==> src/rtl/ntt_result_buffer_pkg.sv <==
// ntt_result_buffer_pkg
// Shared definitions for the NTT result buffer and the memory wrapper that
// feeds it: default widths, the wrapper write-address width, and the drain
// FSM state encoding.
package ntt_result_buffer_pkg;

    localparam int LOGQ_DEFAULT = 64;
    localparam int LOGN_DEFAULT = 4;

    // Wrapper write-address bus width; the wrapper addresses at least 512
    // words plus one extra bit, independent of the polynomial length.
    function automatic int calc_addr_w(input int logn);
        return ((logn < 9) ? 9 : logn) + 1;
    endfunction

    typedef enum logic [1:0] {
        ST_IDLE   = 2'd0,
        ST_FETCH  = 2'd1,
        ST_STREAM = 2'd2
    } drain_state_t;

endpackage

==> src/rtl/ntt_result_buffer_if.sv <==
// ntt_result_buffer_if
// Bundles the capture side (wrapper write port + finish) and the streaming
// side (valid/ready output plus sticky error flags) of the result buffer.
//   slave  : the buffer itself
//   master : the environment (wrapper and consumer)
interface ntt_result_buffer_if
    import ntt_result_buffer_pkg::*;
#(
    parameter int LOGQ   = LOGQ_DEFAULT,
    parameter int LOGN   = LOGN_DEFAULT,
    parameter int ADDR_W = calc_addr_w(LOGN)
);
    logic              ntt_wea;
    logic [ADDR_W-1:0] ntt_write_address;
    logic [LOGQ-1:0]   ntt_data_in;
    logic              ntt_finish;
    logic              capture_ready;
    logic              m_valid;
    logic              m_ready;
    logic [LOGQ-1:0]   m_data;
    logic [LOGN-1:0]   m_index;
    logic              m_last;
    logic              err_overflow;
    logic              err_addr;

    modport slave (
        input  ntt_wea, ntt_write_address, ntt_data_in, ntt_finish, m_ready,
        output capture_ready, m_valid, m_data, m_index, m_last,
               err_overflow, err_addr
    );

    modport master (
        output ntt_wea, ntt_write_address, ntt_data_in, ntt_finish, m_ready,
        input  capture_ready, m_valid, m_data, m_index, m_last,
               err_overflow, err_addr
    );

endinterface

==> src/rtl/ntt_result_bram.sv <==
// ntt_result_bram
// Simple dual-port RAM holding both banks (2*N x LOGQ); the bank select is
// the address MSB. Reads are registered with DELAY_BRAM cycles of latency.
// Contents are never cleared.
// Ports:
//   clk    in   clock
//   we     in   write enable
//   waddr  in   {bank, index} write address
//   wdata  in   write data
//   re     in   read enable (captures raddr)
//   raddr  in   {bank, index} read address
//   rdata  out  read data, DELAY_BRAM cycles after re
module ntt_result_bram
    import ntt_result_buffer_pkg::*;
#(
    parameter int LOGQ       = LOGQ_DEFAULT,
    parameter int LOGN       = LOGN_DEFAULT,
    parameter int DELAY_BRAM = 1
) (
    input  logic            clk,
    input  logic            we,
    input  logic [LOGN:0]   waddr,
    input  logic [LOGQ-1:0] wdata,
    input  logic            re,
    input  logic [LOGN:0]   raddr,
    output logic [LOGQ-1:0] rdata
);
    localparam int DEPTH = 2 << LOGN;

    logic [LOGQ-1:0] mem  [DEPTH];
    logic [LOGQ-1:0] pipe [DELAY_BRAM];

    always_ff @(posedge clk) begin
        if (we) begin
            mem[waddr] <= wdata;
        end
        if (re) begin
            pipe[0] <= mem[raddr];
        end
        // Later stages shift freely; validity is tracked by the reader.
        for (int i = 1; i < DELAY_BRAM; i++) begin
            pipe[i] <= pipe[i-1];
        end
    end

    assign rdata = pipe[DELAY_BRAM-1];

endmodule

==> src/rtl/ntt_result_buffer.sv <==
// ntt_result_buffer
// Collects the scattered writes of one NTT/INTT run into a natural-order
// bank, then streams the polynomial out in index order 0..N-1. Two banks let
// the next run be captured while the previous one drains.
// Ports:
//   clk   in     clock
//   rst   in     synchronous active-high reset
//   bus   slave  ntt_result_buffer_if: wrapper write port, finish,
//                capture_ready, m_valid/m_ready/m_data/m_index/m_last,
//                err_overflow, err_addr
//
// Drain FSM (read-issue side):
//   state     | meaning
//   ST_IDLE   | nothing to read; issue index 0 as soon as the bank fills
//   ST_FETCH  | issuing reads of iss_bank, rd_idx is the next index
//   ST_STREAM | all reads issued, waiting for the tail to be handshaken
//
// The issue side (iss_bank) may run ahead into the next bank while the tail
// of the previous bank still sits in the output register/skid, which keeps
// back-to-back runs contiguous. rd_bank follows the handshakes and owns the
// full-flag release.
module ntt_result_buffer
    import ntt_result_buffer_pkg::*;
#(
    parameter int LOGQ       = LOGQ_DEFAULT,
    parameter int LOGN       = LOGN_DEFAULT,
    parameter int DELAY_BRAM = 1,
    parameter int ADDR_W     = calc_addr_w(LOGN)
) (
    input  logic                clk,
    input  logic                rst,
    ntt_result_buffer_if.slave  bus
);
    localparam int N     = 1 << LOGN;
    // Output register plus skid, sized so reads in flight always have a slot.
    localparam int DEPTH = DELAY_BRAM + 1;
    localparam int OCC_W = $clog2(DEPTH + 1);

    // Capture / bank flags
    logic [1:0]        full;
    logic [1:0]        full_n;
    logic              wr_bank, wr_bank_n;
    logic              rd_bank;
    logic              finish_q;
    logic              capture_ready_q;
    logic              err_overflow_q;
    logic              err_addr_q;
    logic              addr_ok;
    logic              wr_en;
    logic              fin_edge;
    logic              close_ok;

    // Read issue
    drain_state_t      state;
    logic              iss_bank;
    logic [LOGN-1:0]   rd_idx;
    logic [LOGN-1:0]   rd_sel_idx;
    logic              rd_en;
    logic              room;
    int                inflight;
    logic [DELAY_BRAM-1:0] vld_pipe;
    logic [LOGQ-1:0]   ram_rdata;

    // Output register + skid
    logic [LOGQ-1:0]   data_q [DEPTH];
    logic [LOGQ-1:0]   data_n [DEPTH];
    logic [OCC_W-1:0]  occ, occ_n, wr_pos;
    logic              push, pop;
    logic              drain_done;
    logic              m_valid_q;
    logic              m_last_q;
    logic [LOGN-1:0]   out_idx;

    assign addr_ok    = bus.ntt_write_address < ADDR_W'(N);
    assign wr_en      = bus.ntt_wea & capture_ready_q & addr_ok;
    assign fin_edge   = bus.ntt_finish & ~finish_q;
    // A close with the write bank still full can only follow an overflow.
    assign close_ok   = fin_edge & ~full[wr_bank];
    assign pop        = m_valid_q & bus.m_ready;
    assign drain_done = pop & (out_idx == LOGN'(N - 1));
    assign push       = vld_pipe[DELAY_BRAM-1];

    ntt_result_bram #(
        .LOGQ       (LOGQ),
        .LOGN       (LOGN),
        .DELAY_BRAM (DELAY_BRAM)
    ) u_bram (
        .clk   (clk),
        .we    (wr_en),
        .waddr ({wr_bank, bus.ntt_write_address[LOGN-1:0]}),
        .wdata (bus.ntt_data_in),
        .re    (rd_en),
        .raddr ({iss_bank, rd_sel_idx}),
        .rdata (ram_rdata)
    );

    // ---------------- bank flags ----------------
    always_comb begin
        full_n    = full;
        wr_bank_n = wr_bank;
        if (close_ok) begin
            full_n[wr_bank] = 1'b1;
            wr_bank_n       = ~wr_bank;
        end
        // close_ok needs the write bank empty, drain_done needs the read bank
        // full, so these never target the same bank.
        if (drain_done) begin
            full_n[rd_bank] = 1'b0;
        end
    end

    always_ff @(posedge clk) begin
        if (rst) begin
            full            <= 2'b00;
            wr_bank         <= 1'b0;
            rd_bank         <= 1'b0;
            finish_q        <= 1'b0;
            capture_ready_q <= 1'b1;
            err_overflow_q  <= 1'b0;
            err_addr_q      <= 1'b0;
        end else begin
            finish_q        <= bus.ntt_finish;
            full            <= full_n;
            wr_bank         <= wr_bank_n;
            capture_ready_q <= ~full_n[wr_bank_n];
            if (drain_done) begin
                rd_bank <= ~rd_bank;
            end
            if ((bus.ntt_wea & ~capture_ready_q) | (fin_edge & full[wr_bank])) begin
                err_overflow_q <= 1'b1;
            end
            if (bus.ntt_wea & ~addr_ok) begin
                err_addr_q <= 1'b1;
            end
        end
    end

    // ---------------- read issue ----------------
    // Issue only when the word is guaranteed a slot in the output register
    // or skid once it returns from the RAM.
    always_comb begin
        inflight = 0;
        for (int i = 0; i < DELAY_BRAM; i++) begin
            inflight = inflight + int'(vld_pipe[i]);
        end
        room       = (int'(occ) + inflight - int'(pop)) < DEPTH;
        rd_en      = 1'b0;
        rd_sel_idx = rd_idx;
        case (state)
            ST_FETCH: rd_en = room;
            default: begin
                // Index 0 goes out in the same cycle the bank is seen full.
                if (full[iss_bank] && room) begin
                    rd_en      = 1'b1;
                    rd_sel_idx = '0;
                end
            end
        endcase
    end

    always_ff @(posedge clk) begin
        if (rst) begin
            state    <= ST_IDLE;
            rd_idx   <= '0;
            iss_bank <= 1'b0;
        end else begin
            case (state)
                ST_IDLE: begin
                    if (rd_en) begin
                        state  <= ST_FETCH;
                        rd_idx <= LOGN'(1);
                    end
                end
                ST_FETCH: begin
                    if (rd_en) begin
                        if (rd_idx == LOGN'(N - 1)) begin
                            iss_bank <= ~iss_bank;
                            rd_idx   <= '0;
                            state    <= full[~iss_bank] ? ST_FETCH : ST_STREAM;
                        end else begin
                            rd_idx <= rd_idx + LOGN'(1);
                        end
                    end
                end
                ST_STREAM: begin
                    if (rd_en) begin
                        state  <= ST_FETCH;
                        rd_idx <= LOGN'(1);
                    end else if (drain_done) begin
                        state <= ST_IDLE;
                    end
                end
                default: state <= ST_IDLE;
            endcase
        end
    end

    // ---------------- output register + skid ----------------
    // data_q[0] is the output register; a pop shifts the queue down and a
    // returning read lands behind whatever remains.
    always_comb begin
        wr_pos = occ - OCC_W'(pop);
        occ_n  = occ + OCC_W'(push) - OCC_W'(pop);
        data_n = data_q;
        if (pop) begin
            for (int i = 0; i < DEPTH - 1; i++) begin
                data_n[i] = data_q[i+1];
            end
        end
        if (push) begin
            for (int i = 0; i < DEPTH; i++) begin
                if (wr_pos == OCC_W'(i)) begin
                    data_n[i] = ram_rdata;
                end
            end
        end
    end

    always_ff @(posedge clk) begin
        if (rst) begin
            vld_pipe  <= '0;
            occ       <= '0;
            m_valid_q <= 1'b0;
            m_last_q  <= 1'b0;
            out_idx   <= '0;
            for (int i = 0; i < DEPTH; i++) begin
                data_q[i] <= '0;
            end
        end else begin
            vld_pipe[0] <= rd_en;
            for (int i = 1; i < DELAY_BRAM; i++) begin
                vld_pipe[i] <= vld_pipe[i-1];
            end
            occ       <= occ_n;
            m_valid_q <= (occ_n != '0);
            data_q    <= data_n;
            if (pop) begin
                // Natural wrap back to 0 after N-1 starts the next run.
                out_idx  <= out_idx + LOGN'(1);
                m_last_q <= ((out_idx + LOGN'(1)) == LOGN'(N - 1));
            end
        end
    end

    assign bus.capture_ready = capture_ready_q;
    assign bus.m_valid       = m_valid_q;
    assign bus.m_data        = data_q[0];
    assign bus.m_index       = out_idx;
    assign bus.m_last        = m_last_q;
    assign bus.err_overflow  = err_overflow_q;
    assign bus.err_addr      = err_addr_q;

endmodule

==> src/flat_wrapper.sv <==
// flat-port wrapper written by rule: the top's interface ports become plain ports
module ntt_result_buffer_flat import ntt_result_buffer_pkg::*;
#(
    parameter int LOGQ       = LOGQ_DEFAULT,
    parameter int LOGN       = LOGN_DEFAULT,
    parameter int DELAY_BRAM = 1,
    parameter int ADDR_W     = calc_addr_w(LOGN)
)
  (clk, rst, bus_ntt_wea, bus_ntt_write_address, bus_ntt_data_in, bus_ntt_finish, bus_m_ready, bus_capture_ready, bus_m_valid, bus_m_data, bus_m_index, bus_m_last, bus_err_overflow, bus_err_addr);
  ntt_result_buffer_if #(.LOGQ(LOGQ), .LOGN(LOGN), .ADDR_W(ADDR_W)) bus_i ();
  input  logic clk;
  input  logic rst;
  input wire logic [$bits(bus_i.ntt_wea)-1:0] bus_ntt_wea;
  input wire logic [$bits(bus_i.ntt_write_address)-1:0] bus_ntt_write_address;
  input wire logic [$bits(bus_i.ntt_data_in)-1:0] bus_ntt_data_in;
  input wire logic [$bits(bus_i.ntt_finish)-1:0] bus_ntt_finish;
  input wire logic [$bits(bus_i.m_ready)-1:0] bus_m_ready;
  output wire logic [$bits(bus_i.capture_ready)-1:0] bus_capture_ready;
  output wire logic [$bits(bus_i.m_valid)-1:0] bus_m_valid;
  output wire logic [$bits(bus_i.m_data)-1:0] bus_m_data;
  output wire logic [$bits(bus_i.m_index)-1:0] bus_m_index;
  output wire logic [$bits(bus_i.m_last)-1:0] bus_m_last;
  output wire logic [$bits(bus_i.err_overflow)-1:0] bus_err_overflow;
  output wire logic [$bits(bus_i.err_addr)-1:0] bus_err_addr;
  assign bus_i.ntt_wea = bus_ntt_wea;
  assign bus_i.ntt_write_address = bus_ntt_write_address;
  assign bus_i.ntt_data_in = bus_ntt_data_in;
  assign bus_i.ntt_finish = bus_ntt_finish;
  assign bus_i.m_ready = bus_m_ready;
  assign bus_capture_ready = bus_i.capture_ready;
  assign bus_m_valid = bus_i.m_valid;
  assign bus_m_data = bus_i.m_data;
  assign bus_m_index = bus_i.m_index;
  assign bus_m_last = bus_i.m_last;
  assign bus_err_overflow = bus_i.err_overflow;
  assign bus_err_addr = bus_i.err_addr;
  ntt_result_buffer #(.LOGQ(LOGQ), .LOGN(LOGN), .DELAY_BRAM(DELAY_BRAM), .ADDR_W(ADDR_W)) u_core (.clk(clk), .rst(rst), .bus(bus_i));
endmodule
==> config.mk <==
export PLATFORM = sky130hd
export DESIGN_NAME = ntt_result_buffer_flat
export DESIGN_NICKNAME = d
export VERILOG_FILES = /design/src/rtl/ntt_result_buffer_pkg.sv /design/src/rtl/ntt_result_buffer_if.sv /design/src/rtl/ntt_result_bram.sv /design/src/rtl/ntt_result_buffer.sv /design/src/flat_wrapper.sv
export SDC_FILE = /design/constraint.sdc
export NUM_CORES = 2
export LEC_CHECK = 0
export ABC_AREA = 1
export CAP_MARGIN = 5
export CORE_MARGIN = 1.5
export CORE_UTILIZATION = 40
export DETAILED_ROUTE_END_ITERATION = 10
export HOLD_SLACK_MARGIN = 0.02
export PLACE_DENSITY_LB_ADDON = 0.08
export SLEW_MARGIN = 40
export SYNTH_ARGS = -nofsm -noshare
export SYNTH_HDL_FRONTEND = slang
export SYNTH_SLANG_ARGS = --single-unit
==> constraint.sdc <==
create_clock -name clk -period 6.8 [get_ports clk]
set_input_delay 1.36 -clock clk [delete_from_list [all_inputs] [get_ports clk]]
set_output_delay 1.36 -clock clk [all_outputs]
set_load 0.02 [all_outputs]
; ---- After elaboration in Yosys (flattened, before gate mapping)
; Memory sizes are Yosys's and may differ from the RTL's.
; Index checks and enable logic that the tools add are counted.
[totals]
regBits = 152
mem_bits_rw = 2112
inputBits = 79
out_inout_bits = 73
n_memories = 2
[memory_table]
columns = name, words, width, read_ports, rd_clocked_by_memory_dff, wr, line_no
row1 = u_core.u_bram.mem, 32, 64, 1, 0, 1, ntt_result_bram.sv:30  ; logic [LOGQ-1:0] mem [DEPTH];
row2 = u_core.u_bram.pipe, 1, 64, 1, 0, 1, ntt_result_bram.sv:31  ; logic [LOGQ-1:0] pipe [DELAY_BRAM];
[classes]
n_addsub = 7
n_lt_le_gt_ge = 9
n_eq_ne = 11
muxes = 38
n_bitwise = 21
n_reduce_logical = 12
[op_table]
columns = operator, count
row1 = $mux W64, 3
row2 = $mux W128, 1
row3 = $lt A32 B3 Y1 const B, 1
row4 = $sub A32 B2 Y32, 1
row5 = $mux W4, 5
row6 = $mux W1, 17
row7 = $mux W2, 8
row8 = $eq A4 B4 Y1 const B, 3
row9 = $lt A1 B2 Y1 const B, 5
row10 = $lt A10 B5 Y1 const B, 1
row11 = $and A1 B1 Y1, 9
row12 = $add A4 B1 Y4 const B, 2
row13 = $ne A2 B1 Y1 const B, 4
row14 = $not A1 Y1, 8
row15 = $pmux W4 S2, 1
row16 = $pmux W2 S3, 1
row17 = $reduce_and A3 Y1, 2
row18 = $eq A2 B1 Y1 const B, 2
row19 = $logic_not A2 Y1, 2
row20 = $reduce_and A4 Y1, 1
row21 = $reduce_bool A2 Y1, 2
row22 = $sub A2 B1 Y2, 2
row23 = $add A2 B1 Y3, 1
row24 = $logic_and A1 B1 Y1, 3
row25 = 11 further kinds, 13

; ---- Logic depth before layout (Yosys ltp)
[logic_depth]
depth_word = 11
mapped_depth = 20
depth_no_buf = 18

; ---- By module
; A second synthesis with hierarchy kept.
[unflattened]
cells_unflattened = 7896
hier_area_um2 = 90878.4
[by_module_without_submodules]
columns = mod, instances, cells_each, area_per_inst_um2, seq_area_each_um2
row1 = ntt_result_bram, 1, 6768, 83615.2, 63420.8
row2 = ntt_result_buffer, 1, 1128, 7263.2, 3042.9

; ---- Least setup slack after synthesis
; No wires, ideal clock.
[synth_timing]
path_kind = input port to flip-flop
from = in bus_ntt_write_address[7]
to = mem u_core.u_bram.mem[24][0] (netlist bit), enable pin
setup_time_ns = 0.487
arrival_time_ns = 4.958
required_time_ns = 6.313
path_slack_ns = 1.355
stages = 6
path_buffers = 0
cell_sequence = nor2_1 > nand2_1 > nor3_1 > nand3_1 > or4_1 > nor2_1
[synth_between]
elab_chain_cells = 4
[synth_rtl]
columns = item, line_no
row1 = "start, declared", flat_wrapper.sv:14  ; input wire logic [$bits(bus_i.ntt_write_address)-1:0] bus_ntt_write_address;
row2 = $lt A10 B5 Y1, ntt_result_buffer.sv:74  ; assign addr_ok = bus.ntt_write_address < ADDR_W'(N);
row3 = $and A1 B1 Y1, ntt_result_buffer.sv:75  ; assign wr_en = bus.ntt_wea & capture_ready_q & addr_ok;
row4 = $mux W1, ntt_result_bram.sv:34  ; if (we) begin
row5 = $mux W1 (not written as such), ntt_result_bram.sv:35  ; mem[waddr] <= wdata;
row6 = "end, declared", ntt_result_bram.sv:30
; No other way between the ends.

; ---- Worst setup path in the final report
[layout_timing]
from = reg u_core.vld_pipe, in the netlist u_core.push
to = mem u_core.u_bram.pipe[0][59] (netlist bit), data pin
[layout_between]
elab_chain_cells = 7
[layout_rtl]
columns = item, line_no
row1 = "start, declared", ntt_result_buffer.sv:61  ; logic [DELAY_BRAM-1:0] vld_pipe;
row2 = "start signal, assigned by index", ntt_result_buffer.sv:232  ; vld_pipe[i] <= vld_pipe[i-1];
row3 = $add A2 B1 Y3, ntt_result_buffer.sv:146  ; room = (int'(occ) + inflight - int'(pop)) < DEPTH;
row4 = $sub A32 B2 Y32, ntt_result_buffer.sv:146
row5 = $lt A32 B3 Y1, ntt_result_buffer.sv:146
row6 = $logic_and A1 B1 Y1, ntt_result_buffer.sv:153  ; if (full[iss_bank] && room) begin
row7 = $mux W4, ntt_result_buffer.sv:153
row8 = $mux W4, ntt_result_buffer.sv:149  ; case (state)
row9 = $mem_v2 Z32 W64, n/a
row10 = "end, declared", ntt_result_bram.sv:31
; No other way between the ends.

==> results.yml <==
place:
  dp_hpwl_mm: 159
  port_buffers: 151
  gp_congestion: 0.765
outcome:
  status: "finished clean"
power_and_ir_drop:
  ir_drop_mv: 0.381
  powerDensity_mw_per_mm2: 345
  leakagePower_nw: 40.8
sta:
  layout_min_cycle_time_ps: 4460
  rsz0062_at_grt: "false"
  worstMarginPinSlew_ps: 895
  finalSetupViolCount: 0
  drv_slew: 0
  slew_headroom: 0.403
  fin_setup_tns_ps: 0
  post-route-period-util: 0.656
  clock_skew_ps: 65.3
  timing.hold.ws_ps: 446
  hold_viol_final: 0
  fmax_mhz: 224
hold_path:
  holdPathStages: 2
  hp-start: "u_core.data_q[55]"
  min_delay_worst_endpoint: "u_core.data_q[55]"
  hold_path_class: "register to register"
synth:
  ys.flop_type: "edfxtp_1"
  yosysWarnings: 0
  netlist_top_cells_count: "2112 x edfxtp_1, 1871 x nand3_1, 1065 x inv_1"
  yosysMostFrequentCell: "edfxtp_1"
  ys_seq_area_frac: 0.683
  synth_cells: 8525
  synth_top_cell_area_share: 0.651
  synthesis.nets: 8617
  yosysTopAreaCell: "edfxtp_1"
  avgSynthCellArea_um2: 11.4
  syn-cell-area_mm2: 0.0974
  synth_cell_types: 34
  synth-seq-cells: 2264
  synthTopCellsByArea: "edfxtp_1 65%, nand3_1 9.6%, inv_1 4.1%"
  async_flop_share: 0
  synth_edf_count: 2112
clock_network:
  numCtsBuffers: 241
  cts_root_buf: "clkbuf_16"
  cts_hold_buf: 0
  cts_tree: "done"
  clk_pin_slew_ps: 60
  postCtsSetupRepairBufs: 0
  cts.repair.resized: 0
  clock_latency_ps: 890
  cts_num_sinks: 2264
  htree_levels: 4
  clockBufferDepth: 3
detailed_routing:
  drtIter0Drc: 6971
  wl_per_cell_um: 27.4
  wl_mm: 323
  firstDrtPassIters: 5
  via_per_inst: 5.58
  antenna_left: 0
  drc: 0
  vias: 65885
floorplanning:
  rows: 180
  start_util: 0.404
  die_w_um: 496
  design.core.area_mm2: 0.241
  chipHeight_um: 496
  die-area_mm2: 0.246
  ioPinCount: 152
setup_path:
  cp_common_cell: "nand2_1"
  r2r_slack_ps: 2340
  critPathMaxStageDelay_ps: 550
  required_ps: 7450
  end_kind: "register"
  critPathMaxFanout: 45
  path_cells: "ha_1 > inv_1 > ha_1 > inv_1 > ha_1 > ha_1 > inv_1 > nand2_1 > nand2_1 > nand2_8 > nand2_8 > buf_4 > buf_4 > nand3_1 > nand3_1 > nand2_1 > nand2_1 > nand2_1"
  arrival_ps: 5110
  path_class: "register to register"
  critPathTopFamily: "simple AND/OR/NAND/NOR gates"
  cp-start-kind: "register"
  slowest_stage: "dfxtp_1"
  reg2reg_depth: 18
  cp.buffers_inverters: 5
  rr_endpoint: "u_core.u_bram.pipe[0][59]"
  r2r-start: "u_core.push"
grt:
  use_met3: 0.0379
  grt_util_met2: 0.400
  grt_usage: 0.259
  antenna_found_initial: 38
  grt-busiest-layer: "met2"
  grt_overflow: 0
  grt_pass1_vias: 62193
  grt_pass1_wl_mm: 462
  grt_use_met1: 0.386
  grt_max_degree: 163
cells_and_area:
  design.final.nets: 8513
  drive_gt1_frac: 0.122
  syn2layout_area_growth_pct: 12.4
flow_run:
  cap_violations: 0
==> flip-flops by register name, indices dropped and copies added, names as in the netlist, 2 cells and up <==
signal,cells
u_core.rd_idx,4
u_core.state,2
u_core.bus.m_data,64
u_core.u_bram.mem,2048
u_core.u_bram.pipe,64
u_core.full,2
u_core.bus.m_index,4
u_core.data_q,64
u_core.occ,2
==> stage by stage <==
| stage | setup slack, ps | cells | util | area [um2] | power (mW) |
|---|---|---|---|---|---|
| floorplan | 1360 | 8525 | - | 97400 | 22.1 |
| global placement | 1450 | 11348 | 0.423 | 102000 | 25.4 |
| detailed placement | 1430 | 11359 | 0.423 | 102000 | 25.4 |
| CTS | 2330 | 11797 | 0.453 | 109000 | 37.9 |
| global route | 2060 | 11803 | 0.454 | 109000 | 39.3 |
| finish | 2340 | 11807 | 0.454 | 109000 | 37.7 |
==> area by class of cell <==
class | instances | area [um2]
flip-flops and latches | 2264 | 66500
well taps | 3185 | 3990
multi-input cells | 4512 | 23900
inverters | 1070 | 4060
clock inverters | 109 | 870
diodes | 6 | 15.0
fillers | 22189 | 132000
repair buffers | 332 | 3560
clock buffers | 329 | 6500
==> logic make-up (layout without fill, tap and decap cells) <==
group | after synthesis | after routing | share of synthesized area
AO/OA/AOI/OAI | 609 | 609 | 0.0438
XOR/XNOR | 3 | 3 | 0.000270
adder cells (fa/ha/maj) | 13 | 13 | 0.00175
buffers and inverters | 1749 | 1840 | 0.0749
flip-flops | 2264 | 2264 | 0.683
other | 0 | 6 | 0
AND/OR/NAND/NOR | 3887 | 3887 | 0.197
==> worst max-delay path by stage <==
stage,start,end,slack [ps],cells after the start
after global routing,bus_m_ready,u_core.u_bram.pipe[0][62],2060,16
final,u_core.push,u_core.u_bram.pipe[0][59],2340,18
after floorplan,bus_ntt_write_address[7],u_core.u_bram.mem[24][0],1360,6
after detailed placement,bus_m_ready,u_core.u_bram.pipe[0][2],1430,16
after CTS,u_core.push,u_core.u_bram.pipe[0][59],2330,18
after global placement,bus_m_ready,u_core.u_bram.pipe[0][7],1450,17
==> power by group <==
part / total, mW / internal (mW) / switching, mW
logic: 8.60 / 2.49 / 6.10
clock network: 12.5 / 6.98 / 5.53
registers: 16.6 / 15.8 / 0.796
total: 37.7 / 25.3 / 12.4
==> worst reg2reg max path, delay by kind of cell (launching register included) <==
family | cells | cell delay, ps
flops | 1 | 550
fa+ha+maj | 4 | 900
buf+inv | 5 | 1130
simple gates | 9 | 1640
==> per-layer routing <==
layer	part of all wire	routed length, um	vias up
met4	0.020	6460	18
met2	0.45	144000	2454
met1	0.46	150000	33406
met5	0.00041	133	-
li1	-	-	29585
met3	0.071	22900	422
==> layout by cell type (no fill, tap or decap), types with 5 or more instances in the layout <==
cell and count:
a21oi_1 79, buf_12 60, buf_16 7, buf_2 58, buf_4 97, buf_6 11
buf_8 6, bufinv_16 9, clkbuf_1 73, clkbuf_16 245, clkbuf_4 9, clkdlybuf4s50_1 93
clkinv_1 60, clkinv_2 27, dfxtp_1 148, diode_2 6, edfxtp_1 2112, ha_1 12
inv_1 1061, nand2_1 984, nand2_8 5, nand3_1 1870, nand3b_1 256, nor2_1 211
nor2_4 34, nor3_1 72, o2111ai_1 320, o21ai_0 204, or2_2 449
Note: power is estimated with default switching activity, not from simulation.
==> patch: new RTL, same flow settings <==
Make the reset (`rst`) asynchronous in 3 clocked blocks. Comments in the files are not updated.
--- a/src/rtl/ntt_result_buffer.sv
+++ b/src/rtl/ntt_result_buffer.sv
@@ -109,7 +109,7 @@
         end
     end
 
-    always_ff @(posedge clk) begin
+    always_ff @(posedge clk or posedge rst) begin
         if (rst) begin
             full            <= 2'b00;
             wr_bank         <= 1'b0;
@@ -158,7 +158,7 @@
         endcase
     end
 
-    always_ff @(posedge clk) begin
+    always_ff @(posedge clk or posedge rst) begin
         if (rst) begin
             state    <= ST_IDLE;
             rd_idx   <= '0;
@@ -216,7 +216,7 @@
         end
     end
 
-    always_ff @(posedge clk) begin
+    always_ff @(posedge clk or posedge rst) begin
         if (rst) begin
             vld_pipe  <= '0;
             occ       <= '0;
Behaviour: not the same (Yosys sat finds a counterexample within 4 cycles, from zero or initial values and one cycle with rst high).
==> patch against the original RTL <==
Critical path depth did not move. Global-route usage decreased by 0.63 points. Maximum frequency is 4.8% lower. Via count is 1.6% lower. Setup slack got worse by 0.22 ns. Register-to-register slack lost 0.11 ns. Core utilization grew 0.18 points. Cell area rose by 1.1%. Sequential power is 4% higher. Sequential cell count stayed put. Wire length is 2.0% lower. Synthesized area rose by 0.10%. Power increased by 20%. Combinational power rose by 70%. Critical path type is now primary input to flip-flop. Largest cell class unchanged.
==> patch: results (changes against the original RTL) <==
| Metric | Value |
|---|---|
| Status | complete, no violations |
| Post-DP HPWL | 157800 µm (-0.91%) |
| Gpl congestion | 0.7661 (+0.17%) |
| Share of layout cells above drive strength 1 | 13.14% (+0.97 points) |
| Final worst-path cycle share | 68.92% (+3.3 points) |
| Cell class contributing the biggest share of worst-path delay | buffers and inverters |
| Crit path launch | bus_m_ready |
| Grt met1 use | 37.34% (-1.2 points) |
| R2R cell count | 19 (+1) |
| Clk Latency, worst-skew pair | 0.92 ns (+0.03 ns) |
| Pin count of the biggest net entering global routing | 159 (-2.5%) |
| Mux cell area share after synthesis | 0.3004% (+0.30 points) |
| Area post-placement | 102400 µm² (+0.52%) |
| M3 GR Usage | 4.829% (+1.0 points) |
| Antenna violations before repair | 22 (-42%) |
| Post-Layout Cell Count | 11710 (-0.85%) |
| Placed cells | 11240 (-1.1%) |
| Syn Inst Count | 8359 (-1.9%) |
| Crit path DAT | 5.34 ns (+0.23 ns) |
| # H-tree levels | 5 (+1) |
| Initial drt markers | 6524 (-6.4%) |
| Xor/xnor share of the synthesized area | 0.06291% (+0.036 points) |
| Crit path to | u_core.u_bram.pipe[0][42]$_DFFE_PP_ |
| Worst Hold Launch | u_core.bus.err_overflow$_DFFE_PP0P_ |
| Met1 wire length | 144900 µm (-3.2%) |
| Crit-path slowest cell | buf_4 |
| Gr usage total | 25.27% (-0.63 points) |
| R2r startpoint | u_core.push$_DFF_PP0_ |
| # fillers | 22190 (+0.014%) |
[patch: power by group]
group          internal (mW)  switching (mW)
Sequential              16.2            1.08
Combinational           4.57            10.1
Clock                   7.86            5.65
[patch: worst register-to-register path, cell delays in order (launching register included)]
cell	delay (ns)
dfrtp_1	0.44
ha_1	0.25
inv_1	0.11
ha_1	0.23
inv_1	0.06
ha_1	0.17
ha_1	0.15
inv_1	0.04
nand2_1	0.05
nand2_1	0.21
nand2_8	0.50
buf_4	0.59
buf_4	0.76
nand3_1	0.23
nand3_1	0.13
nand3_1	0.08
nand3_1	0.13
nand2_1	0.07
nand2_1	0.05
nand2_1	0.06
[patch: cell type report]
type	count	area, µm²	area share [%]
multi-input combinational	4405	23520	21.28
sequential	2264	67240	60.82
inverter	1033	3923	3.548
antenna	5	12.51	0.01132
timing repair buffer	335	3799	3.436
clock inverter	112	726.9	0.6576
tap	3202	4006	3.624
clock buffer	351	7322	6.623
